[src/rtl/pc_pkg.sv]
// Shared types and helpers for the rv32i fetch-stage program-counter generator.
package pc_pkg;

    // Widest address bus the alignment helper has to look at.
    localparam int unsigned MAX_XLEN = 64;

    typedef enum logic {
        PC_RUN,
        PC_HALT
    } pc_state_e;

    typedef enum logic [1:0] {
        RD_NONE,
        RD_BRJ,
        RD_TRAP
    } redirect_src_e;

    // True when the low align_bits bits of addr are all zero.
    function automatic logic is_aligned(input logic [MAX_XLEN-1:0] addr,
                                        input int unsigned align_bits);
        logic ok;
        ok = 1'b1;
        for (int unsigned i = 0; i < MAX_XLEN; i++) begin
            if ((i < align_bits) && addr[i]) begin
                ok = 1'b0;
            end
        end
        return ok;
    endfunction

endpackage

[src/rtl/pc_redirect_arb.sv]
// Combinational redirect arbiter: trap beats jump/branch; a misaligned
// jump/branch target is diverted to the trap vector.
module pc_redirect_arb
    import pc_pkg::*;
#(
    parameter int unsigned XLEN       = 32,
    parameter int unsigned ALIGN_BITS = 2
) (
    input  logic            trap_e,
    input  logic            jpe,
    input  logic            brch_e,
    input  logic [XLEN-1:0] jmp,
    input  logic [XLEN-1:0] trap_vec,
    output logic            redirect_en,
    output logic [XLEN-1:0] redirect_target,
    output logic            misalign_det
);

    redirect_src_e src;
    logic          jmp_aligned;

    assign jmp_aligned = is_aligned(MAX_XLEN'(jmp), ALIGN_BITS);

    // Pick the winning redirect source for this cycle.
    always_comb begin
        src = RD_NONE;
        if (trap_e) begin
            src = RD_TRAP;
        end else if (jpe || brch_e) begin
            src = RD_BRJ;
        end
    end

    // Resolve the target; a misaligned jump lands on the trap vector instead.
    always_comb begin
        redirect_en     = 1'b0;
        redirect_target = trap_vec;
        misalign_det    = 1'b0;
        case (src)
            RD_TRAP: begin
                redirect_en     = 1'b1;
                redirect_target = trap_vec;
            end
            RD_BRJ: begin
                redirect_en = 1'b1;
                if (jmp_aligned) begin
                    redirect_target = jmp;
                end else begin
                    redirect_target = trap_vec;
                    misalign_det    = 1'b1;
                end
            end
            default: ;
        endcase
    end

endmodule

[src/rtl/pc_gen.sv]
// Program-counter generator: fetch handshake, stall, prioritised redirects,
// misaligned-target diversion and a debug halt/resume state machine.
module pc_gen
    import pc_pkg::*;
#(
    parameter int unsigned     XLEN       = 32,
    parameter logic [XLEN-1:0] RESET_VEC  = '0,
    parameter int unsigned     INC        = 4,
    parameter int unsigned     ALIGN_BITS = 2
) (
    input  logic            clk,
    input  logic            reset,
    input  logic            stall,
    input  logic [XLEN-1:0] jmp,
    input  logic            jpe,
    input  logic            brch_e,
    input  logic            trap_e,
    input  logic [XLEN-1:0] trap_vec,
    input  logic            halt_req,
    input  logic            resume,
    input  logic            if_ready,
    output logic            if_valid,
    output logic [XLEN-1:0] pc,
    output logic [XLEN-1:0] pc_next,
    output logic            misalign,
    output logic [XLEN-1:0] misalign_addr,
    output logic            halted
);

    localparam logic [XLEN-1:0] IncW      = XLEN'(INC);
    localparam logic [XLEN-1:0] ResetNext = RESET_VEC + IncW;

    pc_state_e       state_q, state_d;
    logic [XLEN-1:0] pc_q, pc_d;
    logic [XLEN-1:0] pc_next_q, pc_next_d;
    logic            misalign_q, misalign_d;
    logic [XLEN-1:0] misalign_addr_q, misalign_addr_d;

    logic            redirect_en;
    logic [XLEN-1:0] redirect_target;
    logic            misalign_det;
    logic            advance;

    pc_redirect_arb #(
        .XLEN       (XLEN),
        .ALIGN_BITS (ALIGN_BITS)
    ) u_arb (
        .trap_e          (trap_e),
        .jpe             (jpe),
        .brch_e          (brch_e),
        .jmp             (jmp),
        .trap_vec        (trap_vec),
        .redirect_en     (redirect_en),
        .redirect_target (redirect_target),
        .misalign_det    (misalign_det)
    );

    // A sequential step only happens when the current fetch is accepted.
    assign advance = (state_q == PC_RUN) && if_ready && !stall;

    // Next pc/pc_next: redirects win over stall and handshake, then advance, else hold.
    always_comb begin
        pc_d      = pc_q;
        pc_next_d = pc_next_q;
        if (redirect_en) begin
            pc_d      = redirect_target;
            pc_next_d = redirect_target + IncW;
        end else if (advance) begin
            pc_d      = pc_next_q;
            pc_next_d = pc_next_q + IncW;
        end
    end

    // Misalign pulse and sticky offending address.
    always_comb begin
        misalign_d      = misalign_det;
        misalign_addr_d = misalign_addr_q;
        if (misalign_det) begin
            misalign_addr_d = jmp;
        end
    end

    // Halt/resume FSM; a trap always forces RUN.
    always_comb begin
        state_d = state_q;
        case (state_q)
            PC_RUN: begin
                if (halt_req && !trap_e) begin
                    state_d = PC_HALT;
                end
            end
            PC_HALT: begin
                if (resume || trap_e) begin
                    state_d = PC_RUN;
                end
            end
            default: state_d = PC_RUN;
        endcase
    end

    // State registers with synchronous reset.
    always_ff @(posedge clk) begin
        if (reset) begin
            state_q         <= PC_RUN;
            pc_q            <= RESET_VEC;
            pc_next_q       <= ResetNext;
            misalign_q      <= 1'b0;
            misalign_addr_q <= '0;
        end else begin
            state_q         <= state_d;
            pc_q            <= pc_d;
            pc_next_q       <= pc_next_d;
            misalign_q      <= misalign_d;
            misalign_addr_q <= misalign_addr_d;
        end
    end

    // Output drive; if_valid drops immediately while reset is held.
    always_comb begin
        if_valid      = (state_q == PC_RUN) && !reset;
        pc            = pc_q;
        pc_next       = pc_next_q;
        misalign      = misalign_q;
        misalign_addr = misalign_addr_q;
        halted        = (state_q == PC_HALT);
    end

endmodule

[config.mk]
export PLATFORM = sky130hd
export DESIGN_NAME = pc_gen
export DESIGN_NICKNAME = d
export VERILOG_FILES = /design/src/rtl/pc_pkg.sv /design/src/rtl/pc_redirect_arb.sv /design/src/rtl/pc_gen.sv
export SDC_FILE = /design/constraint.sdc
export NUM_CORES = 1
export LEC_CHECK = 0
export CAP_MARGIN = 20
export CORE_MARGIN = 8
export CORE_UTILIZATION = 46
export DETAILED_ROUTE_END_ITERATION = 12
export PLACE_DENSITY = 0.8
export SETUP_SLACK_MARGIN = 0.05
export SLEW_MARGIN = 20
export SYNTH_ARGS = -nofsm -noshare
export SYNTH_HDL_FRONTEND = slang
export SYNTH_SLANG_ARGS = --single-unit
export TNS_END_PERCENT = 50
[constraint.sdc]
create_clock -name clk -period 5.3 [get_ports clk]
set_input_delay 1.325 -clock clk [delete_from_list [all_inputs] [get_ports clk]]
set_output_delay 1.325 -clock clk [all_outputs]
set_load 0.02 [all_outputs]
Word-level counts from Yosys, hierarchy flattened

Cells that the tools add are included.

Add/sub/neg operators: 2
Equality and inequality tests: 2
Mux-type cells: 16
Bitwise operators: 1
Reduce and logical (&&, ||, !) cells: 11

Operators by type and width:

| operator                                      | count |
|---|---|
| two-way mux 32 bit                            | 6 |
| adder 32 x 3 -> 32 bit, second input constant | 2 |
| two-way mux 1 bit                             | 8 |
| logical AND 1 bit                             | 4 |
| zero test 1 bit                               | 3 |
| == test 2 x 1 -> 1 bit, second input constant | 1 |
| == test 2 bit, second input constant          | 1 |
| logical OR 1 bit                              | 2 |
| two-way mux 2 bit                             | 1 |
| case mux 1 bit (2 select lines)               | 1 |
| nonzero test 2 bit                            | 1 |
| OR reduction 2 bit                            | 1 |
| inverter 1 bit                                | 1 |

Flip-flop bits (word level): 98
Input bits: 73
Output and inout bits: 99
Logic and storage cells: 37

Depth between registers and ports, before layout

Gate-level depths: netlist (run 1).

Word-level depth: 7
Gate-level depth with buffers: 15
Depth with buffers taken out: 12

Modules after synthesis

A second synthesis (run 1) with hierarchy kept.

Cells, all modules: 657
Area total of the unflattened synthesis: 5,591.6 µm²

By module, submodules not included:

| module          | times used | cells each | area an instance (µm²) | seq. area each (µm²) |
|---|---|---|---|---|
| pc_gen          | 1          | 616        | 5,039.8                | 1,961.9 |
| pc_redirect_arb | 1          | 41         | 551.8                  | 0.0 |

Worst setup path after synthesis (run 1)

No wires, ideal clock.

Path type: input port to flip-flop
From: in brch_e
To: reg pc_next_q[22], in the netlist pc_next[22]
Library setup time: 121 ps
Data arrival time: 4,109 ps
Data required time: 5,179 ps
Path slack: 1,071 ps
Cell stages on the path: 14
Path buffers: 2
Cell sequence: clkbuf_1 > clkbuf_1 > nor4_1 > a31oi_1 > o21ai_0 > inv_1 > ha_1 > inv_1 > a311oi_2 > nand4_2 > nor4_4 > nand4_1 > nor3_1 > mux2_2

Word-level cells in the longest chain between the ends: 7
Elaborated cells between the ends (all ways): 11
Classes of those cells: add/sub: 1; eq/ne: 2; mux: 5; reduce/logical: 3

Ends and longest elaborated chain:

| element                                                     | RTL line                            | RTL |
|---|---|---|
| start: declaration                                          | pc_gen.sv:16                        | `input logic brch_e,` |
| logical OR 1 bit *                                          | pc_redirect_arb.sv:29               | `end else if (jpe \|\| brch_e) begin` |
| two-way mux 1 bit *                                         | pc_redirect_arb.sv:29               |  |
| two-way mux 2 bit *                                         | pc_redirect_arb.sv:27               | `if (trap_e) begin` |
| == test 2 x 1 -> 1 bit or == test 2 bit (tied branches)     | pc_redirect_arb.sv:39               | `case (src)` |
| two-way mux 32 bit or OR reduction 2 bit (tied branches)    | -                                   |  |
| adder 32 x 3 -> 32 bit or two-way mux 1 bit (tied branches) | pc_gen.sv:67, pc_redirect_arb.sv:39 |  |
| two-way mux 32 bit or nonzero test 2 bit (tied branches)    | -                                   |  |
| end signal: assignment                                      | pc_gen.sv:106                       | `pc_next_q <= ResetNext;` |
| end signal: assignment                                      | pc_gen.sv:112                       | `pc_next_q <= pc_next_d;` |
| end: declaration                                            | pc_gen.sv:35                        | `logic [XLEN-1:0] pc_next_q, pc_next_d;` |

Mark *: on every way between the ends. The rest lies on a longest branch, timed or not.
A chain may end at the register's enable or synchronous reset.

Worst setup path after layout (run 1)

From: in jmp[1]
To: reg pc_next_q[22], in the netlist pc_next[22]

Word-level cells in the longest chain between the ends: 5

Ends and longest elaborated chain:

| element                  | RTL line              | RTL |
|---|---|---|
| start: declaration       | pc_gen.sv:14          | `input logic [XLEN-1:0] jmp,` |
| two-way mux 1 bit        | pc_pkg.sv:24          | `if ((i < align_bits) && addr[i]) begin` |
| two-way mux 32 bit *     | pc_redirect_arb.sv:46 | `if (jmp_aligned) begin` |
| two-way mux 32 bit *     | pc_redirect_arb.sv:39 |  |
| adder 32 x 3 -> 32 bit * | pc_gen.sv:67          | `pc_next_d = redirect_target + IncW;` |
| two-way mux 32 bit *     | pc_gen.sv:65          | `if (redirect_en) begin` |

Marks and branches as above.

==> results.md, run 1 <==
- Status: completed
- Beginning of the worst hold path: pc[29]$_SDFFE_PP0P_
- Commonest non-fill, non-tap cell in the layout: clkdlybuf4s50_1
- Slew HR: a little under a third
- Worst reg2reg path endpoint: pc_next[22]$_SDFFE_PP0P_
- Hold Path Depth: 2
- DR vias/cell: 5.77
- Clock tree buffer depth: 2
- Worst Path Max Fanout: 14
- Crit Path Class: input port to flop
- Hold buffers post-CTS: 0
- DR vias: 5,262
- Critical Path Source Type: input port
- Filler Cell Count: 866
- Nets: 845
- First DRT Iteration DRCs: 381
- Area occupied by registers: between 1500 and 2000 µm²
- Max Clock Skew: 7.04 ps
- Wire length per cell: approximately 19 µm
- GRT overflow: 0
- Syn nets: 696
- Worst-Skew Late Latency: 360 ps
- VDD IR max: 0.000163 V
- Die ar.: 14,200 µm²
- Die Wd: 119 µm
- Synth warn: 0
- Ant diodes: 0
- Cells after DPL: 896
- Drt pass-1 iters: 5
- Most frequent cells in the layout: clkdlybuf4s50_1, nand2_1, dfxtp_1, nor2_1, a21oi_1
- Initial antenna violation count: 0
- Post-synthesis cell type count: 60
- Area of the multi-input gates: about 2700 µm²
- Final setup vio count: 0
- Area share of the largest cell type after synthesis: 40.0%
- First-pass GRT wire length: 28,100 µm
- Worst Max-Slew Pin Slew: 1020 ps
- WHS Endpoint: pc[29]$_SDFFE_PP0P_
- # rows: 37
- Post-synth EDFFs: 0
- Max Cap Viol: 0
- Worst EP required: 5560 ps
- Primary FF master, synth: dfxtp_1
- RSZ-0062 raised after global routing: no
- Final HPWL DP: ~14,000 µm
- Fraction of registers with async set/reset: 0%
- Fin crit share: 88.2%
- Placed Area: between 6000 and 7000 µm²
- CTS tree: built
- H-tree levels: 3
- Routed Antenna Nets: 0
- Design area: between 6000 and 7000 µm²
- RD Place Congestion: between 0.9 and 1
- Power Dens Cells: 260 nW/µm²
- CTS sink count: 98
- Fmax: 0.214 GHz
- Residual DRC: 0
- Top post-synthesis cells by area: dfxtp_1, nand2_1, a21oi_1, nor2_1, clkbuf_1
- Synth Instances: a little over 600
- Root Driver: clkbuf_8
- Vias in the first global route: 5,128
- Clock-pin slew on the worst setup and hold paths: 100 ps
- Largest net degree at the start of global routing: 100
- Core Util, Final: between 60% and 70%
- Final WL: 17,800 µm
- Worst Setup End Kind: flop
- RR Startpoint: pc_next[2]$_SDFFE_PP1P_
- Leakage: 2.44 nW
- I/O pin count: 172
- PostCTS Resize Cnt: 0
- Post-layout min period: 4680 ps
- Core ar.: 10,300 µm²
- Seq/Total Area, Yosys: 40.0%
- Syn Area/Cell: between 7 and 8 µm²
- Die Y: 119 µm
- #FFs+latches synth: a little under 100
- Flop-to-flop setup slack: 2240 ps
- Port bufs: around 170
- Final Non-Filler Cells: 912
- Gr usage total: 24.2%
- Arrival @ worst endpoint: 4940 ps
- Hold Vio Cnt, Final: 0
- Setup TNS: 0 ps
- Total CTS buffers: 9
- Area Overhead vs Synth: 40.1%
- Initial Util: 47.5%
- Final Slew Violations: 0
- Share of cells above drive strength 1: approximately 7.9%
- Largest area contributor in the synthesized netlist: dfxtp_1
- Synth Cell Area: 4900 µm²
- Hold Crit Class: flop to flop
- Post-CTS repair timing setup buffer count: 0
- Worst r2r path cells: 12
[registers in the layout, summed over array words and instances (netlist names)]
name,cells
halted,1
misalign,1
misalign_addr,32
pc,32
pc_next,32
[layer usage]
layer,vias up,share of wire (%),global-route usage [%]
met2,218,50,42.9
met3,27,7.4,6.75
met4,0,1.8,6.56
met5,-,0,0
li1,2531,-,-
met1,2486,41,28.0
[cells in the mapped netlist (8+ instances only)]
cell type / count
a211oi_1: 11
a21oi_1: 69
a31oi_1: 10
buf_2: 9
clkbuf_1: 35
dfxtp_1: 98
nand2_1: 106
nand3_1: 12
nor2_1: 81
nor3_1: 14
nor4_1: 18
o21ai_0: 9
o31ai_1: 13
or3_1: 13
or4_1: 9
or4b_1: 9
xnor2_1: 9
xor2_1: 8
[worst max-delay path by stage]
| stage | start | depth (start not counted) | to | slack [ps] |
|---|---|---|---|---|
| 2_1_floorplan | brch_e | 14 | pc_next[22]$_SDFFE_PP0P_ | 1070 |
| 3_3_place_gp | brch_e | 13 | pc_next[22]$_SDFFE_PP0P_ | 440 |
| 3_5_place_dp | jmp[1] | 12 | pc_next[22]$_SDFFE_PP0P_ | 330 |
| 4_1_cts | jmp[1] | 12 | pc_next[22]$_SDFFE_PP0P_ | 710 |
| 5_1_grt | jmp[1] | 13 | pc_next[22]$_SDFFE_PP0P_ | 450 |
| 6_report | jmp[1] | 13 | pc_next[22]$_SDFFE_PP0P_ | 620 |
[critical path, stage by stage]
cell             delay (ps)
clkdlybuf4s50_1         780
nor2_1                  300
a31oi_1                 240
o21ai_0                 130
inv_1                    80
ha_1                    180
inv_1                    60
a311oi_2                290
nand4_2                 250
nor4_4                  500
nand4_1                 210
nor3_1                  230
mux2_2                  360
[power breakdown]
group          leakage, nW  total, mW  switching [mW]  internal [mW]
Sequential           0.812      0.832          0.0393          0.792
Combinational         1.54      0.503           0.280          0.224
Clock               0.0899      0.453           0.267          0.187
[kinds of logic (layout without fill, tap and decap cells)]
family | count (synthesis) | count (layout) | share of synthesized area (%)
and+or+nand+nor | 295 | 295 | 30.2
AOI/OAI and AO/OA | 156 | 156 | 21.4
DFF | 98 | 98 | 40.0
buffers and inverters | 54 | 208 | 4.90
xor gates and xnor gates | 17 | 17 | 3.04
adders and majority gates | 1 | 1 | 0.255
muxes | 1 | 1 | 0.230
[through the flow]
step / power [mW] / hold slack (ps) / setup WS (ps)
after floorplan: 1.11 / 530 / 1070
after global placement: 1.35 / 440 / 441
after detailed placement: 1.35 / 449 / 334
after CTS: 1.80 / 462 / 713
after global routing: 1.87 / 479 / 450
final: 1.79 / 457 / 623
[layout make-up]
cell class,instances,area share [%]
timing repair buffer,187,26.5
multi-input combinational,470,39.5
tap,136,2.48
inverter,5,0.273
clock buffer,11,2.06
sequential,98,28.6
clock inverter,5,0.564
No activity file was read; power rests on OpenSTA's default activity.
==> run 2, diff against run 1 <==
Settings changed: GPL_ROUTABILITY_DRIVEN from default to 0.
Clock period 5.3 ns to 5 ns, I/O delays scaled along.
==> results.md, run 2 (same netlist as run 1, synthesis figures left out) <==
- Final WL: 17,700 µm (-0.48%)
- Worst Setup End Kind: flop
- Final setup vio count: 0 (unchanged)
- Max Cap Viol: 0 (unchanged)
- CTS tree: built
- Final HPWL DP: 13,300 µm (-3.2%)
- Die Wd: 119 µm (unchanged)
- Max Clock Skew: 12.2 ps (+5.12 ps)
- Initial antenna violation count: 0 (unchanged)
- # rows: 37 (unchanged)
- Switching share of power: 30.8% (-2.0 points)
- Worst Max-Slew Pin Slew: 1030 ps (+5.02 ps)
- CP dominant cell by count: inv_1
- Initial Util: 47.5% (unchanged)
- Power Dens Cells: 291 nW/µm² (+12%)
- Gr usage total: 23.9% (-0.32 points)
- Hold Crit Class: flop to flop
- Root Driver: clkbuf_8
- Clock-pin slew on the worst setup and hold paths: 100 ps (about the same)
- Slew HR: 31.4% (-0.17 points)
- Met3 Usage GRT: 6.80% (+0.047 points)
- RSZ-0062 raised after global routing: no
- DR vias/cell: 5.90 (+2.3%)
- Psw: 622 µW (+6.3%)
- First-pass GRT wire length: 27,800 µm (-0.96%)
- Area Overhead vs Synth: 41.9%
- Die Y: 119 µm (unchanged)
- VDD IR max: 0.000144 V (-12%)
- Post-CTS repair timing setup buffer count: 0 (unchanged)
- Area occupied by registers: 1960 µm² (unchanged)
- Most frequent cells in the layout: clkdlybuf4s50_1, nand2_1, dfxtp_1, nor2_1, a21oi_1
- Share of cells above drive strength 1: 8.11% (+0.25 points)
- Arrival @ worst endpoint: 4880 ps (-60 ps)
- Vias in the first global route: 5,400 (+5.3%)
- Port bufs: 171 (unchanged)
- Wire length per cell: 19.4 µm (-0.59%)
- Critical Path, Cell by Cell: clkdlybuf4s50_1 -> nor2_1 -> a31oi_1 -> o21ai_0 -> inv_1 -> ha_1 -> inv_1 -> a311oi_2 -> nand4_2 -> nor4_4 -> nand4_1 -> nor3_1 -> mux2_2
- Global routing's busiest layer: met2
- Crit Path Class: input port to flop
- Hold buffers post-CTS: 0 (unchanged)
- Leakage: 2.48 nW (+1.8%)
- DR vias: 5,391 (+2.5%)
- M1 GR Usage: 27.2% (-0.78 points)
- Post-layout min period: 4610 ps
- Drt pass-1 iters: 5 (unchanged)
- Cell-internal power: 1.40 mW (+16%)
- Residual DRC: 0 (unchanged)
- Worst Path Max Fanout: 14 (unchanged)
- Clock tree buffer depth: 2 (unchanged)
- Final Slew Violations: 0 (unchanged)
- Commonest non-fill, non-tap cell in the layout: clkdlybuf4s50_1
- PostCTS Resize Cnt: 0 (unchanged)
- Core ar.: 10,300 µm² (unchanged)
- Slowest stage cell, crit path: clkdlybuf4s50_1
- CTS sink count: 98 (unchanged)
- Comb pwr share: 26.5% (-1.6 points)
- M2 GR Usage: 41.7% (-1.2 points)
- Delay of the slowest critical-path stage: 780 ps (about the same)
- Final Power: 2.02 mW (+13%)
- Routed Antenna Nets: 0 (unchanged)
- Worst-Skew Late Latency: 380 ps (+20 ps)
- I/O pin count: 172 (unchanged)
- Fmax: 0.217 GHz
- Largest net degree at the start of global routing: 100 (unchanged)
- Filler Cell Count: 857 (-1.0%)
- Nets: 846 (+0.12%)
- Die ar.: 14,200 µm² (unchanged)
- Setup TNS: 0 ps (unchanged)
- Hold Vio Cnt, Final: 0 (unchanged)
- Total CTS buffers: 9 (unchanged)
- Critical Path Source Type: input port
- Area of the multi-input gates: 2720 µm² (unchanged)
- Share of total power in the clock network: 30.0% (+4.6 points)
- First DRT Iteration DRCs: 519 (+36%)
- Ant diodes: 0 (unchanged)
- Reg power frac: 43.5% (-3.0 points)
- H-tree levels: 3 (unchanged)
- Worst EP required: 5270 ps (-290 ps)
- Fin crit share: 92.2%
- Status: completed
- GRT overflow: 0 (unchanged)
## run 2: cell count changes in the layout (fill, tap and decap cells not counted)
cell       before  now
clkbuf_8       10   12
clkbuf_1        1    0
inv_6           1    0
clkinv_4        2    0
bufinv_16       0    2
buf_16          0    1
## run 2: per-layer routing
metal	vias to the layer above	wire [µm]
met5	-	0
met4	0	469
met3	42	1540
met2	298	8680
met1	2520	6980
li1	2531	-
## run 2: final timing paths
| check | startpoint | endpoint | slack (ps) | cells past startpoint |
|---|---|---|---|---|
| worst max-delay path | jmp[1] | pc_next[22]$_SDFFE_PP0P_ | 390 | 13 |
| worst min-delay path | pc[3]$_SDFFE_PP0P_ | pc[3]$_SDFFE_PP0P_ | 460 | 2 |
| worst max register to register | pc_next[2]$_SDFFE_PP1P_ | pc_next[22]$_SDFFE_PP0P_ | 1940 | 12 |
| worst min register to register | pc[3]$_SDFFE_PP0P_ | pc[3]$_SDFFE_PP0P_ | 460 | 2 |
## run 2: worst max-delay path: cells and delay by family
family,cells,cell delay [ps]
compound gates,3,650
simple gates,5,1520
mux,1,360
fa+ha+maj,1,180
buf+inv,3,920
## run 2: area by class of cell
class                      count  share of cell area (%)
clock inverter                 4                    1.04
inverter                       5                   0.270
clock buffer                  12                    2.37
multi-input combinational    470                    39.0
tap                          136                    2.45
timing repair buffer         188                    26.6
sequential                    98                    28.2
## run 2: power by group through the flow
stage	registers (mW)	clock network (mW)	logic (mW)
after floorplan	0.960	0	0.212
after global placement	0.897	0	0.520
after detailed placement	0.898	0	0.528
after CTS	0.880	0.609	0.532
after global routing	0.887	0.650	0.573
final	0.881	0.606	0.536
## run 2: through the flow
stage | hold WS (ps) | setup slack (ps) | cell area [µm²] | utilization (%) | instances
after CTS | 456 | 489 | 6920 | 67.1 | 912
after global routing | 477 | 153 | 6960 | 67.4 | 913
after global placement | 440 | 296 | 6690 | 64.8 | 896
after detailed placement | 442 | 87.3 | 6690 | 64.8 | 896
after floorplan | 530 | 846 | 4900 | - | 622
final | 457 | 392 | 6960 | 67.4 | 913
==> run 3, diff against run 2 <==
Settings changed: SLEW_MARGIN 20 to 5.
==> results.md, run 3 (same netlist as run 1, synthesis figures left out) <==
- Status: completed
- Max Cap Viol: 0 (unchanged)
- Filler Cell Count: 862 (+0.58%)
- Initial Util: 47.5% (unchanged)
- Worst reg2reg path endpoint: pc_next[28]$_SDFFE_PP0P_
- Initial antenna violation count: 0 (unchanged)
- # rows: 37 (unchanged)
- Root Driver: clkbuf_8
- Die ar.: 14,200 µm² (unchanged)
- Power Dens Cells: 291 nW/µm² (+0.11%)
- First-pass GRT wire length: 27,800 µm (unchanged)
- Hold buffers post-CTS: 0 (unchanged)
- Slowest stage cell, crit path: clkdlybuf4s50_1
- Crit Path Class: input port to flop
- Hold Vio Cnt, Final: 0 (unchanged)
- Post-CTS repair timing setup buffer count: 0 (unchanged)
- Critical Path, Cell by Cell: clkdlybuf4s50_1 -> nor2_1 -> a31oi_1 -> o21ai_0 -> inv_1 -> ha_1 -> inv_1 -> a311oi_2 -> nand4_2 -> nor4_4 -> nand2_1 -> or4_1 -> nand3_1
- Wire length per cell: 19.4 µm (+0.21%)
- Critical Path Source Type: input port
- Post-layout min period: 4570 ps (-41.3 ps)
- Worst Max-Slew Pin Slew: 1020 ps (-6.85 ps)
- VDD IR max: 0.000143 V (-0.57%)
- Arrival @ worst endpoint: 4890 ps (about the same)
- RR Startpoint: pc_next[2]$_SDFFE_PP1P_
- Gr usage total: 23.9% (unchanged)
- Worst Path Max Fanout: 14 (unchanged)
- GRT overflow: 0 (unchanged)
- Die Y: 119 µm (unchanged)
- Leakage: 2.48 nW (+0.13%)
- Largest net degree at the start of global routing: 100 (unchanged)
- Nets: 847 (+0.12%)
- Setup TNS: 0 ps (unchanged)
- Max Clock Skew: 12.1 ps (-0.109 ps)
- Final HPWL DP: 13,300 µm (unchanged)
- First DRT Iteration DRCs: 486 (-6.4%)
- Cells after DPL: 896 (unchanged)
- Final WL: 17,700 µm (+0.32%)
- Worst EP required: 5320 ps (+50 ps)
- Hold Path Depth: 2 (unchanged)
- Port bufs: 171 (unchanged)
- Ant diodes: 0 (unchanged)
- Total CTS buffers: 9 (unchanged)
- CP dominant cell by count: inv_1
- Hold Crit Class: flop to flop
- Commonest non-fill, non-tap cell in the layout: clkdlybuf4s50_1
- Fmax: 0.219 GHz (+0.91%)
- Drt pass-1 iters: 8 (+3)
- DR vias/cell: 5.95 (+0.71%)
- Final Non-Filler Cells: 914 (+0.11%)
- CTS sink count: 98 (unchanged)
- CTS tree: built
- Clock-pin slew on the worst setup and hold paths: 100 ps (about the same)
- Final setup vio count: 0 (unchanged)
- Core ar.: 10,300 µm² (unchanged)
- Final Slew Violations: 0 (unchanged)
- DR vias: 5,435 (+0.82%)
- Residual DRC: 0 (unchanged)
- Vias in the first global route: 5,400 (unchanged)
- Worst r2r path cells: 12 (unchanged)
- Die Wd: 119 µm (unchanged)
- Fin crit share: 91.3% (-0.83 points)
- Slew HR: 31.7% (+0.29 points)
- I/O pin count: 172 (unchanged)
- Area occupied by registers: 1960 µm² (unchanged)
- Worst-Skew Late Latency: 380 ps (about the same)
- Most frequent cells in the layout: clkdlybuf4s50_1, nand2_1, dfxtp_1, nor2_1, a21oi_1
- Worst Setup End Kind: flop
- Area of the multi-input gates: 2710 µm² (-0.18%)
- Flop-to-flop setup slack: 1970 ps (+30 ps)
- Routed Antenna Nets: 0 (unchanged)
- H-tree levels: 3 (unchanged)
- Share of cells above drive strength 1: 8.23% (+0.12 points)
- WHS Endpoint: pc[3]$_SDFFE_PP0P_
- Area Overhead vs Synth: 41.9% (about the same)
- Beginning of the worst hold path: pc[3]$_SDFFE_PP0P_
- Delay of the slowest critical-path stage: 780 ps (about the same)
- Clock tree buffer depth: 2 (unchanged)
- PostCTS Resize Cnt: 0 (unchanged)
- RSZ-0062 raised after global routing: no
[run 3: changes by cell type in the layout (fill, tap and decap cells not counted)]
cell | before | now
buf_12 | 0 | 1
buf_16 | 1 | 0
buf_8 | 0 | 1
nor2_2 | 1 | 2
nor2_4 | 1 | 0
[run 3: layout make-up]
class,count,share of cell area (%)
Clock buffer,12,2.37
Clock inverter,4,1.04
Inverter,5,0.270
Multi-Input combinational cell,470,39.0
Sequential cell,98,28.2
Tap cell,136,2.45
Timing Repair Buffer,189,26.7
[run 3: worst max-delay path: cells and delay by family]
kind	cells	cell delay, ps
and+or+nand+nor	6	1890
adders and majority gates	1	190
AOI/OAI and AO/OA	3	630
buffers and inverters	3	920
[run 3: metrics by stage]
stage                     total power [mW]  util [%]  hold slack [ps]  cell area [µm²]  worst slack (ps)
after global placement                1.42      64.8              440             6690               296
after floorplan                       1.17         -              530             4900               846
after global routing                  2.11      67.4              477             6960               172
after CTS                             2.02      67.1              456             6920               489
after detailed placement              1.43      64.8              442             6690              87.3
final                                 2.03      67.4              456             6960               434
[run 3: how the worst max path moves through the flow]
stage	startpoint	endpoint	slack [ps]	cells past startpoint
CTS	jmp[1]	pc_next[22]$_SDFFE_PP0P_	490	12
floorplan	brch_e	pc_next[22]$_SDFFE_PP0P_	850	14
detailed placement	jmp[1]	pc_next[22]$_SDFFE_PP0P_	90	12
global route	jmp[1]	pc_next[28]$_SDFFE_PP0P_	170	13
finish	jmp[1]	pc_next[28]$_SDFFE_PP0P_	430	13
global placement	jmp[1]	pc_next[22]$_SDFFE_PP0P_	300	13
[run 3: routing by layer]
layer | vias to the layer above | GRT usage [%] | routed length (µm)
li1 | 2536 | - | -
met5 | - | 0 | 0
met2 | 321 | 41.7 | 8680
met1 | 2535 | 27.2 | 6920
met4 | 0 | 8.77 | 476
met3 | 43 | 6.80 | 1650
[run 3: power by group]
part	internal [mW]	leakage [nW]	switching [mW]
sequential	0.840	0.812	0.0415
combinational	0.240	1.55	0.297
clock	0.322	0.119	0.286
